## config.mk

```make
export PLATFORM = sky130hd
export DESIGN_NAME = tcdm_shim_arbiter
export DESIGN_NICKNAME = d
export VERILOG_FILES = /design/src/rtl/tcdm_shim_arbiter_pkg.sv /design/src/rtl/tcdm_meta_id_pool.sv /design/src/rtl/tcdm_shim_arbiter.sv
export SDC_FILE = /design/constraint.sdc
export NUM_CORES = 1
export LEC_CHECK = 0
export ABC_CLOCK_PERIOD_IN_PS = 3700
export BUFFER_PORTS_ARGS = -buffer_cell sky130_fd_sc_hd__buf_2
export CAP_MARGIN = 10
export CORE_AREA = 8 8 132 134
export DETAILED_ROUTE_END_ITERATION = 8
export DIE_AREA = 0 0 140 142
export PLACE_DENSITY = 0.65
export SLEW_MARGIN = 40
export SYNTH_ARGS = -nofsm -noshare
export SYNTH_HDL_FRONTEND = slang
export SYNTH_SLANG_ARGS = --single-unit
```

## constraint.sdc

```tcl
create_clock -name clk_i -period 3.7 [get_ports clk_i]
set_clock_uncertainty 0.05 [all_clocks]
set_input_delay 0.37 -clock clk_i [delete_from_list [all_inputs] [get_ports clk_i]]
set_output_delay 0.37 -clock clk_i [all_outputs]
set_load 0.02 [all_outputs]
```

## src/rtl/tcdm_shim_arbiter_pkg.sv

```systemverilog
// tcdm_shim_arbiter_pkg: shared sizing helper for the TCDM shim arbiter and its meta-ID pool.
// Provides idx_width(n): bits needed to index n entries (at least 1).
package tcdm_shim_arbiter_pkg;
    function automatic int unsigned idx_width(input int unsigned n);
        return (n > 1) ? unsigned'($clog2(n)) : 1;
    endfunction
endpackage

```

## src/rtl/tcdm_meta_id_pool.sv

```systemverilog
// tcdm_meta_id_pool: free-list of meta IDs with a per-ID lookup table.
// Ports: clk_i/rst_ni clock and async active-low reset; alloc_i/alloc_id_i/alloc_entry_i claim an ID
// and store its entry; free_i/free_id_i release an ID; rd_id_i/rd_entry_o/rd_busy_o look up an ID;
// lowest_id_o/avail_o give the lowest free ID; outstanding_o counts busy IDs.
module tcdm_meta_id_pool
    import tcdm_shim_arbiter_pkg::*;
#(
    parameter int unsigned NumIds = 8,
    parameter int unsigned EntryWidth = 4,
    localparam int unsigned IdWidth = idx_width(NumIds),
    localparam int unsigned CntWidth = idx_width(NumIds + 1)
) (
    input  logic                  clk_i,
    input  logic                  rst_ni,
    input  logic                  alloc_i,
    input  logic [IdWidth-1:0]    alloc_id_i,
    input  logic [EntryWidth-1:0] alloc_entry_i,
    input  logic                  free_i,
    input  logic [IdWidth-1:0]    free_id_i,
    input  logic [IdWidth-1:0]    rd_id_i,
    output logic [EntryWidth-1:0] rd_entry_o,
    output logic                  rd_busy_o,
    output logic [IdWidth-1:0]    lowest_id_o,
    output logic                  avail_o,
    output logic [CntWidth-1:0]   outstanding_o
);
    logic [NumIds-1:0] free_q;
    logic [NumIds-1:0][EntryWidth-1:0] tbl_q;

    // Allocation only targets free IDs and frees only busy ones, so both can apply in one cycle.
    always_ff @(posedge clk_i or negedge rst_ni) begin
        if (!rst_ni) begin
            free_q <= '1;
            tbl_q  <= '0;
        end else begin
            if (alloc_i) begin
                free_q[alloc_id_i] <= 1'b0;
                tbl_q[alloc_id_i]  <= alloc_entry_i;
            end
            if (free_i) free_q[free_id_i] <= 1'b1;
        end
    end

    always_comb begin
        lowest_id_o   = '0;
        outstanding_o = '0;
        for (int i = int'(NumIds) - 1; i >= 0; i--) begin
            if (free_q[i]) lowest_id_o = IdWidth'(i);
            outstanding_o += CntWidth'(!free_q[i]);
        end
    end

    assign avail_o    = |free_q;
    assign rd_entry_o = tbl_q[rd_id_i];
    assign rd_busy_o  = !free_q[rd_id_i];
endmodule

```

## src/rtl/tcdm_shim_arbiter.sv

```systemverilog
// tcdm_shim_arbiter: round-robin share of one tcdm_shim data port among NumReq requesters,
// remapping requester IDs onto pooled meta IDs and routing out-of-order responses back.
// Ports: clk_i/rst_ni; req_q*/req_p* requester-side request and response channels (one lane per
// requester); data_q*/data_p* shim-side channels; outstanding_o number of busy meta IDs.
module tcdm_shim_arbiter
    import tcdm_shim_arbiter_pkg::*;
#(
    parameter int unsigned NumReq = 2,
    parameter int unsigned AddrWidth = 32,
    parameter int unsigned DataWidth = 32,
    parameter int unsigned MaxOutStandingTrans = 8,
    parameter int unsigned ReqIdWidth = 3,
    localparam int unsigned StrbWidth = DataWidth / 8,
    localparam int unsigned MetaIdWidth = idx_width(MaxOutStandingTrans),
    localparam int unsigned CntWidth = idx_width(MaxOutStandingTrans + 1),
    localparam int unsigned ReqIdxWidth = idx_width(NumReq)
) (
    input  logic                                 clk_i,
    input  logic                                 rst_ni,
    input  logic [NumReq-1:0][AddrWidth-1:0]     req_qaddr_i,
    input  logic [NumReq-1:0]                    req_qwrite_i,
    input  logic [NumReq-1:0][3:0]               req_qamo_i,
    input  logic [NumReq-1:0][DataWidth-1:0]     req_qdata_i,
    input  logic [NumReq-1:0][StrbWidth-1:0]     req_qstrb_i,
    input  logic [NumReq-1:0][ReqIdWidth-1:0]    req_qid_i,
    input  logic [NumReq-1:0]                    req_qvalid_i,
    output logic [NumReq-1:0]                    req_qready_o,
    output logic [NumReq-1:0][DataWidth-1:0]     req_pdata_o,
    output logic [NumReq-1:0]                    req_perror_o,
    output logic [NumReq-1:0][ReqIdWidth-1:0]    req_pid_o,
    output logic [NumReq-1:0]                    req_pvalid_o,
    input  logic [NumReq-1:0]                    req_pready_i,
    output logic [AddrWidth-1:0]                 data_qaddr_o,
    output logic                                 data_qwrite_o,
    output logic [3:0]                           data_qamo_o,
    output logic [DataWidth-1:0]                 data_qdata_o,
    output logic [StrbWidth-1:0]                 data_qstrb_o,
    output logic [MetaIdWidth-1:0]               data_qid_o,
    output logic                                 data_qvalid_o,
    input  logic                                 data_qready_i,
    input  logic [DataWidth-1:0]                 data_pdata_i,
    input  logic                                 data_perror_i,
    input  logic [MetaIdWidth-1:0]               data_pid_i,
    input  logic                                 data_pvalid_i,
    output logic                                 data_pready_o,
    output logic [CntWidth-1:0]                  outstanding_o
);
    typedef struct packed {
        logic [ReqIdxWidth-1:0] req_idx;
        logic [ReqIdWidth-1:0]  req_id;
    } entry_t;

    logic [ReqIdxWidth-1:0] rr_q, rr_sel, cand, gnt, lock_req_q;
    logic                   lock_q, avail, q_hs, rsp_busy, rsp_hs;
    logic [MetaIdWidth-1:0] lock_id_q, lowest_id, meta_id;
    entry_t                 alloc_entry, rsp_entry;

    // Scan from the highest offset down so the first valid requester at or after rr_q wins.
    always_comb begin
        rr_sel = rr_q;
        cand   = '0;
        for (int k = int'(NumReq) - 1; k >= 0; k--) begin
            cand = ReqIdxWidth'((int'(rr_q) + k) % int'(NumReq));
            if (req_qvalid_i[cand]) rr_sel = cand;
        end
    end

    // A stalled request stays pinned to its requester and meta ID until accepted.
    assign gnt           = lock_q ? lock_req_q : rr_sel;
    assign meta_id       = lock_q ? lock_id_q : lowest_id;
    assign data_qvalid_o = req_qvalid_i[gnt] & (avail | lock_q);
    assign q_hs          = data_qvalid_o & data_qready_i;
    assign data_qaddr_o  = req_qaddr_i[gnt];
    assign data_qwrite_o = req_qwrite_i[gnt];
    assign data_qamo_o   = req_qamo_i[gnt];
    assign data_qdata_o  = req_qdata_i[gnt];
    assign data_qstrb_o  = req_qstrb_i[gnt];
    assign data_qid_o    = meta_id;
    assign alloc_entry   = '{req_idx: gnt, req_id: req_qid_i[gnt]};

    always_comb begin
        req_qready_o      = '0;
        req_qready_o[gnt] = q_hs;
    end

    // Responses to a free meta ID are swallowed: accepted but never forwarded.
    always_comb begin
        req_pvalid_o = '0;
        if (rsp_busy) req_pvalid_o[rsp_entry.req_idx] = data_pvalid_i;
    end

    assign data_pready_o = rsp_busy ? req_pready_i[rsp_entry.req_idx] : data_pvalid_i;
    assign rsp_hs        = data_pvalid_i & data_pready_o & rsp_busy;
    assign req_pdata_o   = {NumReq{data_pdata_i}};
    assign req_perror_o  = {NumReq{data_perror_i}};
    assign req_pid_o     = {NumReq{rsp_entry.req_id}};

    always_ff @(posedge clk_i or negedge rst_ni) begin
        if (!rst_ni) begin
            rr_q       <= '0;
            lock_q     <= 1'b0;
            lock_req_q <= '0;
            lock_id_q  <= '0;
        end else if (q_hs) begin
            rr_q   <= (gnt == ReqIdxWidth'(NumReq - 1)) ? '0 : gnt + 1'b1;
            lock_q <= 1'b0;
        end else if (data_qvalid_o) begin
            lock_q     <= 1'b1;
            lock_req_q <= gnt;
            lock_id_q  <= meta_id;
        end
    end

    tcdm_meta_id_pool #(
        .NumIds     (MaxOutStandingTrans),
        .EntryWidth ($bits(entry_t))
    ) i_pool (
        .clk_i         (clk_i),
        .rst_ni        (rst_ni),
        .alloc_i       (q_hs),
        .alloc_id_i    (meta_id),
        .alloc_entry_i (alloc_entry),
        .free_i        (rsp_hs),
        .free_id_i     (data_pid_i),
        .rd_id_i       (data_pid_i),
        .rd_entry_o    (rsp_entry),
        .rd_busy_o     (rsp_busy),
        .lowest_id_o   (lowest_id),
        .avail_o       (avail),
        .outstanding_o (outstanding_o)
    );

    assert property (@(posedge clk_i) disable iff (!rst_ni) data_pvalid_i |-> rsp_busy)
        else $error("response to free meta id %0d", data_pid_i);
endmodule

```

==> metrics.yaml, run 1 <==
critical_path:
  critical_path.startpoint_type: "register"
  critical_path_peak_fanout: 3
  worstSetupPathType: "register to output port"
  critPathArrivalTime_ns: 3.20
  required_ns: 3.28
  cp-end-kind: "output port"
synthesis:
  avgSynthCellArea_sq_um: 8.36
  syn_nets: 708
  synth-main-ff-cell: "dfrtp_1"
  synth_area_sq_um: 4210
  synth-async-reset-ratio_pct: 100
  synth_edf_count: 0
  synth_cell_types: 46
  yosysSeqAreaShare_pct: 27.6
  synth_cells: 504
  yosysWarnings: 0
  synth.ff_latch_count: 46
global_route:
  grt_pass1_wl_um: 23200
  grt_max_degree: 83
  grt_antenna_before_repair: 4
  globalRouteOverflowTotal: 0
  grt_usage_pct: 15.0
  grt_pass1_vias: 3991
timing:
  fmax_mhz: 277
  fin_crit_sh_pct: 97.7
  slew_violations: 0
  fin_crit_ns: 3.62
  final_hold_viol_count: 0
  slew_headroom_pct: 53.4
  setup_viol: 0
  worst_pin_slew_ns: 0.700
clock_tree:
  cts_tree: "yes"
  ctsRootBufferMaster: "clkbuf_16"
  clock_sinks: 46
  clkSlewWorstSetupHoldPaths_ns: 0.06
  clockBufferDepth: 2
  clkLatencyLatePin_ns: 0.29
  tritoncts.num_buffers: 5
  cts-htree-levels: 2
power_and_ir_drop:
  design_power_total_mw: 5.22
  vdd_drop_max_v: 0.000529
  p_leak_nw: 2.96
  power_density_nw_per_um2: 976
layout:
  drive_gt1_share_pct: 50.6
  areaGrowthSynthToFinish_pct: 27.0
  final_common_cell: "buf_2"
  fin_nets: 881
  final_cell_mix: "buf_2, nand2_1, dfrtp_1"
  finish.utilization_pct: 34.7
  diodes: 0
run_status:
  outcome: "complete, no violations"
die:
  row_count: 46
  die_w_um: 140
  start_util_pct: 27.3
  pin_count: 354
  dieArea_sq_um: 19900
  core_sq_um: 15400
  dieHeight_um: 142
routing:
  antenna_left: 0
  remaining_drc_errors: 0
  routed_wl_um: 15700
  dr_total_vias: 3842
  avgViaCountPerCell: 4.42
  routedWlPerCell_um: 18.1
  first_pass_iters: 5
  first_iter_violations: 140
placement:
  gp_congestion: 0.791
  hpwl_um: 12900
  numPortBuffers: 254
min_path:
  hp-class: "primary input to async pin"
flow_run:
  maxCapViolCount: 0
==> area by class of cell <==
type,instances,area (sq um)
well taps,192,240
fillers,1617,10100
inverters,18,75.1
repair buffers,258,1310
clock buffers,6,129
multi-input cells,348,2390
clock inverters,2,37.5
flip-flops and latches,46,1160
==> flip-flops by register name, summed over array words and instances (netlist names) <==
register	count
i_pool.tbl_q	32
rr_q	1
lock_req_q	1
lock_id_q	3
i_pool.free_q	8
lock_q	1
==> worst paths after layout <==
path	startpoint	endpoint	slack [ns]	depth (start not counted)
worst min-delay path	rst_ni	i_pool.tbl_q[24]$_DFFE_PN0P_	0.03	1
max in group asynchronous	rst_ni	i_pool.tbl_q[15]$_DFFE_PN0P_	3.15	1
worst max-delay path	i_pool.free_q[7]$_DFF_PN1_	outstanding_o[1]	0.08	9
worst min register to register	i_pool.tbl_q[22]$_DFFE_PN0P_	i_pool.tbl_q[22]$_DFFE_PN0P_	0.43	1
min in group clk_i	data_pvalid_i	i_pool.free_q[7]$_DFF_PN1_	0.37	3
worst max register to register	lock_q$_DFFE_PN0P_	i_pool.tbl_q[19]$_DFFE_PN0P_	1.10	5
==> critical path, cell delays in order, from the launching register on <==
cell     delay (ns)
dfstp_2        0.55
inv_2          0.05
ha_4           0.23
fa_1           0.48
fa_1           0.51
inv_2          0.04
fa_2           0.36
fa_2           0.53
inv_2          0.03
buf_6          0.12
==> synth_stat cells (3+ instances only) <==
cell / number / area, sq um
clkbuf_1: 12 / 45.0
mux2i_1: 4 / 40.0
nor3_1: 3 / 15.0
mux2_1: 14 / 158
dfstp_2: 8 / 210
o22ai_1: 4 / 25.0
nor3_4: 8 / 130
fa_1: 4 / 80.1
mux2_4: 17 / 255
dfrtp_1: 38 / 951
o2bb2ai_1: 4 / 35.0
buf_2: 9 / 45.0
inv_1: 16 / 60.1
mux2_2: 13 / 146
mux4_2: 8 / 180
buf_4: 70 / 526
ha_1: 4 / 50.1
nand2_1: 224 / 841
nor2_1: 9 / 33.8
nor2b_1: 4 / 25.0
a21oi_1: 3 / 15.0
==> power breakdown <==
| group | total [mW] | switching [mW] | internal [mW] |
|---|---|---|---|
| logic | 3.74 | 2.31 | 1.43 |
| clock network | 0.512 | 0.193 | 0.319 |
| registers | 0.966 | 0.190 | 0.777 |
| total | 5.22 | 2.69 | 2.53 |
==> logic make-up (layout without fill, tap and decap cells) <==
logic type / Yosys count / count (layout) / synth area share, %
XOR/XNOR: 1 / 1 / 0.208
flip-flops: 46 / 46 / 27.6
AND/OR/NAND/NOR: 258 / 258 / 27.8
adder cells (fa/ha/maj): 9 / 9 / 3.33
multiplexers: 57 / 57 / 19.0
buffers and inverters: 110 / 284 / 16.7
AO/OA/AOI/OAI: 23 / 23 / 5.41
==> routing by layer <==
metal  GRT usage, %  vias up  wire (um)
li1               -     1900          -
met1           17.9     1711       6580
met2           23.5      174       6970
met3           6.78       49       1600
met4           5.71        8        527
met5              0        -         34
==> per-stage QoR <==
| stage | hold slack (ns) | instances | setup slack [ns] | instance area [sq um] | TNS (ns) |
|---|---|---|---|---|---|
| 2_1_floorplan | 0.0244 | 504 | 0.299 | 4210 | 0 |
| 3_3_place_gp | 0.412 | 860 | 0.320 | 5130 | 0 |
| 3_5_place_dp | 0.364 | 860 | 0.286 | 5130 | 0 |
| 4_1_cts | 0.0576 | 868 | 0.0426 | 5300 | 0 |
| 5_1_grt | 0.0749 | 870 | -0.000762 | 5350 | -0.000762 |
| 6_report | 0.0350 | 870 | 0.0841 | 5350 | 0 |
==> timing repair <==
action,CTS,global route
hold buffers,0,0
pin swaps,0,4
gates cloned,0,0
setup buffers,0,2
setup endpoints to repair,2,2
resized for setup,2,9
Note: power is estimated with default switching activity, not from simulation.
==> inputs of run 2 (changes only) <==
RECOVER_POWER = 25   (was default)
==> run 2 against run 1 <==
- the run now ends with capacitance limit, slew limit left
- non-clock buffer count is the same
- die area is the same
- largest cell class unchanged
- sequential power is essentially flat
- final cell count is the same
- combinational power is essentially flat
- clock power is essentially flat
- wire length is essentially flat
==> metrics.yaml, run 2 (synthesis gave the netlist of run 1 again) <==
run_status:
  outcome: "complete, but fails checks"
  violations: "capacitance limit, slew limit"
clock_tree:
  clock_sinks: 46
  cts_tree: "yes"
  ctsRootBufferMaster: "clkbuf_16"
  clockBufferDepth: 2
  cts-htree-levels: 2
  clkSlewWorstSetupHoldPaths_ns: 0.06
  clkLatencyLatePin_ns: 0.29
  tritoncts.num_buffers: 5
power_and_ir_drop:
  power_density_nw_per_um2: 977
  vdd_drop_max_v: 0.000529
  p_leak_nw: 2.96
  design_power_total_mw: 5.22
layout:
  areaGrowthSynthToFinish_pct: 26.9
  multi_input_area_sq_um: 2390
  largest_reg_flops: 32
  finish.utilization_pct: 34.7
  instances_no_fill: 870
  fin_nets: 881
  top_register: "i_pool.tbl_q"
  drive_gt1_share_pct: 50.4
  final_cell_mix: "buf_2, nand2_1, dfrtp_1"
  finish.instance_area_sq_um: 5350
  diodes: 0
  final_common_cell: "buf_2"
  reg.largest.list: "i_pool.tbl_q (32), i_pool.free_q (8), lock_id_q (3)"
  seqCellArea_sq_um: 1160
  fillers: 1616
routing:
  dr_total_vias: 3842
  antenna_left: 0
  routed_wl_um: 15700
  remaining_drc_errors: 0
  first_iter_violations: 140
  first_pass_iters: 4
  routedWlPerCell_um: 18.1
  avgViaCountPerCell: 4.42
timing:
  final_hold_viol_count: 0
  fmax_mhz: 277
  setup_ws_ns: 0.0841
  setup_viol: 0
  slew_headroom_pct: -68.5
  worst_pin_slew_ns: 2.53
  fin_crit_ns: 3.62
  fin_crit_sh_pct: 97.7
  holdWs_ns: 0.368
  slew_violations: 47
  tns_ns: 0
placement:
  hpwl_um: 12900
  gp_congestion: 0.791
  numPortBuffers: 254
  pre_cts_ws_ns: 0.286
  place_area_sq_um: 5130
  dp_cells: 860
critical_path:
  cp-end-kind: "output port"
  slowest_delay_ns: 0.55
  critical_path_peak_fanout: 3
  required_ns: 3.28
  critical_path.startpoint_type: "register"
  critPathArrivalTime_ns: 3.20
  crit_chain: "inv_2 > ha_4 > fa_1 > fa_1 > inv_2 > fa_2 > fa_2 > inv_2 > buf_6"
  path_common_cell: "inv_2"
  slowest_stage: "dfstp_2"
  worstSetupPathType: "register to output port"
die:
  start_util_pct: 27.3
  core_sq_um: 15400
  dieHeight_um: 142
  die_w_um: 140
  dieArea_sq_um: 19900
  row_count: 46
  pin_count: 354
flow_run:
  maxCapViolCount: 1
global_route:
  grt_max_degree: 83
  grt_antenna_before_repair: 4
  grt_pass1_wl_um: 23200
  globalRouteOverflowTotal: 0
  grt_pass1_vias: 3991
  grt_usage_pct: 15.0
min_path:
  hp-class: "primary input to register"
## run 2: changes by cell type in the layout (fill, tap and decap cells not counted), sizes merged
cell    before  now
clkbuf       6    7
buf        258  257
## run 2: worst max-delay path, delay by kind of cell, from the launching register on
family | cells | cell delay [ns]
adders and majority gates | 5 | 2.11
DFF | 1 | 0.55
buffers and inverters | 4 | 0.24
## run 2: routing by layer
metal,track usage [%],vias up,routed length [um]
met2,23.5,174,6970
met5,0,-,34
met3,6.78,49,1620
li1,-,1900,-
met4,5.71,8,527
met1,17.9,1711,6580
## run 2: final cells by class
type | count | share of cell area, %
clock buffers | 6 | 2.41
clock inverters | 2 | 0.702
inverters | 18 | 1.40
multi-input cells | 348 | 44.8
flip-flops and latches | 46 | 21.7
well taps | 192 | 4.49
repair buffers | 258 | 24.5
## run 2: what timing repair did
| item | 4_1_cts | 5_1_grt |
|---|---|---|
| buffers inserted | 0 | 2 |
| setup endpoints to repair | 2 | 2 |
| pin swaps | 0 | 4 |
| endpoints found under the hold margin | 0 | 0 |
| hold buffers | 0 | 0 |
| gates resized for setup | 2 | 9 |
## run 2: final timing paths
check | to | depth (start not counted) | slack (ns) | startpoint
setup / recovery | outstanding_o[1] | 9 | 0.08 | i_pool.free_q[7]$_DFF_PN1_
hold / removal | i_pool.free_q[7]$_DFF_PN1_ | 3 | 0.37 | data_pvalid_i
setup reg to reg | i_pool.tbl_q[19]$_DFFE_PN0P_ | 5 | 1.10 | lock_q$_DFFE_PN0P_
hold reg to reg | i_pool.tbl_q[22]$_DFFE_PN0P_ | 1 | 0.43 | i_pool.tbl_q[22]$_DFFE_PN0P_
max in group asynchronous | lock_id_q[2]$_DFFE_PN0P_ | 1 | 1.35 | rst_ni
min in group asynchronous | i_pool.tbl_q[24]$_DFFE_PN0P_ | 1 | 0.81 | rst_ni
## run 2: where the power goes
part	switching, mW	total, mW	internal (mW)
combinational	2.31	3.75	1.43
sequential	0.190	0.966	0.777
clock	0.193	0.512	0.319
==> inputs of run 3 (changes only) <==
PLACE_DENSITY = 0.63   (was 0.65)
==> run 3 against run 2 <==
- the run still ends with capacitance limit, slew limit left
- die area unchanged
- clock power decreased by 12%
- clock-buffer cell count decreased by 1
- power decreased by 1.7%
- critical endpoint unchanged
==> metrics.yaml, run 3 (synthesis gave the netlist of run 1 again) <==
min_path:
  hp-start: "data_pvalid_i"
  hp-class: "primary input to register"
flow_run:
  maxCapViolCount: 1
layout:
  largest_reg_flops: 32
  fin_nets: 882
  reg.largest.list: "i_pool.tbl_q (32), i_pool.free_q (8), lock_id_q (3)"
  final_common_cell: "buf_2"
  top_register: "i_pool.tbl_q"
  drive_gt1_share_pct: 50.4
  final_cell_mix: "buf_2, nand2_1, dfrtp_1"
  fillers: 1619
  finish.utilization_pct: 34.5
  areaGrowthSynthToFinish_pct: 26.4
  diodes: 0
placement:
  numPortBuffers: 254
  hpwl_um: 12900
  gp_congestion: 0.788
clock_tree:
  ctsRootBufferMaster: "clkbuf_16"
  cts-htree-levels: 2
  clkSlewWorstSetupHoldPaths_ns: 0.07
  clkLatencyLatePin_ns: 0.29
  tritoncts.num_buffers: 5
  cts_tree: "yes"
  clock_sinks: 46
  clockBufferDepth: 2
die:
  dieArea_sq_um: 19900
  row_count: 46
  dieHeight_um: 142
  die_w_um: 140
  pin_count: 354
  core_sq_um: 15400
  start_util_pct: 27.3
timing:
  setup_viol: 0
  holdWs_ns: 0.359
  slew_headroom_pct: -64.9
  worst_pin_slew_ns: 2.47
  final_hold_viol_count: 0
  tns_ns: 0
  fin_crit_sh_pct: 97.5
  slew_violations: 47
  fmax_mhz: 277
  fin_crit_ns: 3.61
power_and_ir_drop:
  design_power_total_mw: 5.13
  power_density_nw_per_um2: 964
  vdd_drop_max_v: 0.000414
  p_leak_nw: 2.95
routing:
  remaining_drc_errors: 0
  avgViaCountPerCell: 4.45
  routed_wl_um: 15400
  antenna_left: 0
  dr_total_vias: 3879
  first_iter_violations: 150
  first_pass_iters: 4
  routedWlPerCell_um: 17.7
critical_path:
  path_common_cell: "inv_1"
  required_ns: 3.28
  critPathArrivalTime_ns: 3.19
  slowest_delay_ns: 0.53
  critical_path_peak_fanout: 3
  startpoint: "i_pool.free_q[6]$_DFF_PN1_"
  critPathBufInv: 4
  slowest_stage: "fa_2"
  critPathTopFamily: "adder cells"
  critical_path.startpoint_type: "register"
  crit_chain: "inv_1 > ha_4 > fa_1 > fa_1 > inv_1 > fa_2 > fa_2 > inv_1 > buf_4"
  cp-end-kind: "output port"
  worstSetupPathType: "register to output port"
  r2r_start: "i_pool.free_q[6]$_DFF_PN1_"
global_route:
  grt_pass1_wl_um: 22800
  grt_max_degree: 61
  globalRouteOverflowTotal: 0
  grt_antenna_before_repair: 2
  grt_pass1_vias: 4017
  grt_usage_pct: 14.7
run_status:
  outcome: "complete, but fails checks"
  violations: "capacitance limit, slew limit"
[run 3: cell count changes in the layout (fill, tap and decap cells not counted), sizes merged]
| cell | before | now |
|---|---|---|
| buf | 257 | 258 |
| clkbuf | 7 | 6 |
| bufinv | 1 | 0 |
| inv | 18 | 19 |
| clkinvlp | 1 | 2 |
[run 3: worst paths after layout]
kind	endpoint	slack, ns	depth (start not counted)
max in group asynchronous	i_pool.tbl_q[5]$_DFFE_PN0P_	1.41	1
worst min register to register	i_pool.tbl_q[23]$_DFFE_PN0P_	0.43	1
worst min-delay path	i_pool.free_q[1]$_DFF_PN1_	0.36	3
min in group asynchronous	i_pool.tbl_q[26]$_DFFE_PN0P_	0.79	1
worst max-delay path	outstanding_o[1]	0.09	9
worst max register to register	i_pool.tbl_q[31]$_DFFE_PN0P_	1.06	7
[run 3: layout make-up]
type | count | area, sq um | share of cell area, %
Clock buffer | 5 | 125 | 2.35
Clock inverter | 3 | 23.8 | 0.446
Inverter | 18 | 75.1 | 1.41
Multi-Input combinational cell | 348 | 2390 | 44.8
Sequential cell | 46 | 1160 | 21.8
Tap cell | 192 | 240 | 4.51
Timing Repair Buffer | 259 | 1310 | 24.6
[run 3: what timing repair did]
action,4_1_cts,5_1_grt
gates cloned,0,0
pin swaps,1,1
buffers inserted,0,1
hold buffers,0,0
resized for setup,3,4
endpoints found under the setup margin,2,2
[run 3: power breakdown]
group,switching (mW),internal (mW),total (mW)
clock,0.199,0.253,0.451
sequential,0.196,0.777,0.972
combinational,2.30,1.41,3.71
total,2.69,2.44,5.13
[run 3: through the flow]
step / setup WS [ns] / instance area [sq um] / instances
finish: 0.0913 / 5330 / 871
global route: -0.00291 / 5330 / 871
CTS: 0.0212 / 5300 / 870
detailed placement: 0.255 / 5140 / 862
global placement: 0.323 / 5140 / 862
floorplan: 0.299 / 4210 / 504
[run 3: tightest hold or removal path: stages]
cell and delay (ns):
buf_2 0.13, nand4b_4 0.12, o32ai_2 0.08
[run 3: per-layer routing]
layer	part of all wire [%]	up-vias	global-route usage [%]
met2	45	206	23.2
met4	2.3	2	4.40
li1	-	1908	-
met5	0.084	-	0
met1	43	1721	18.3
met3	9.6	42	5.67
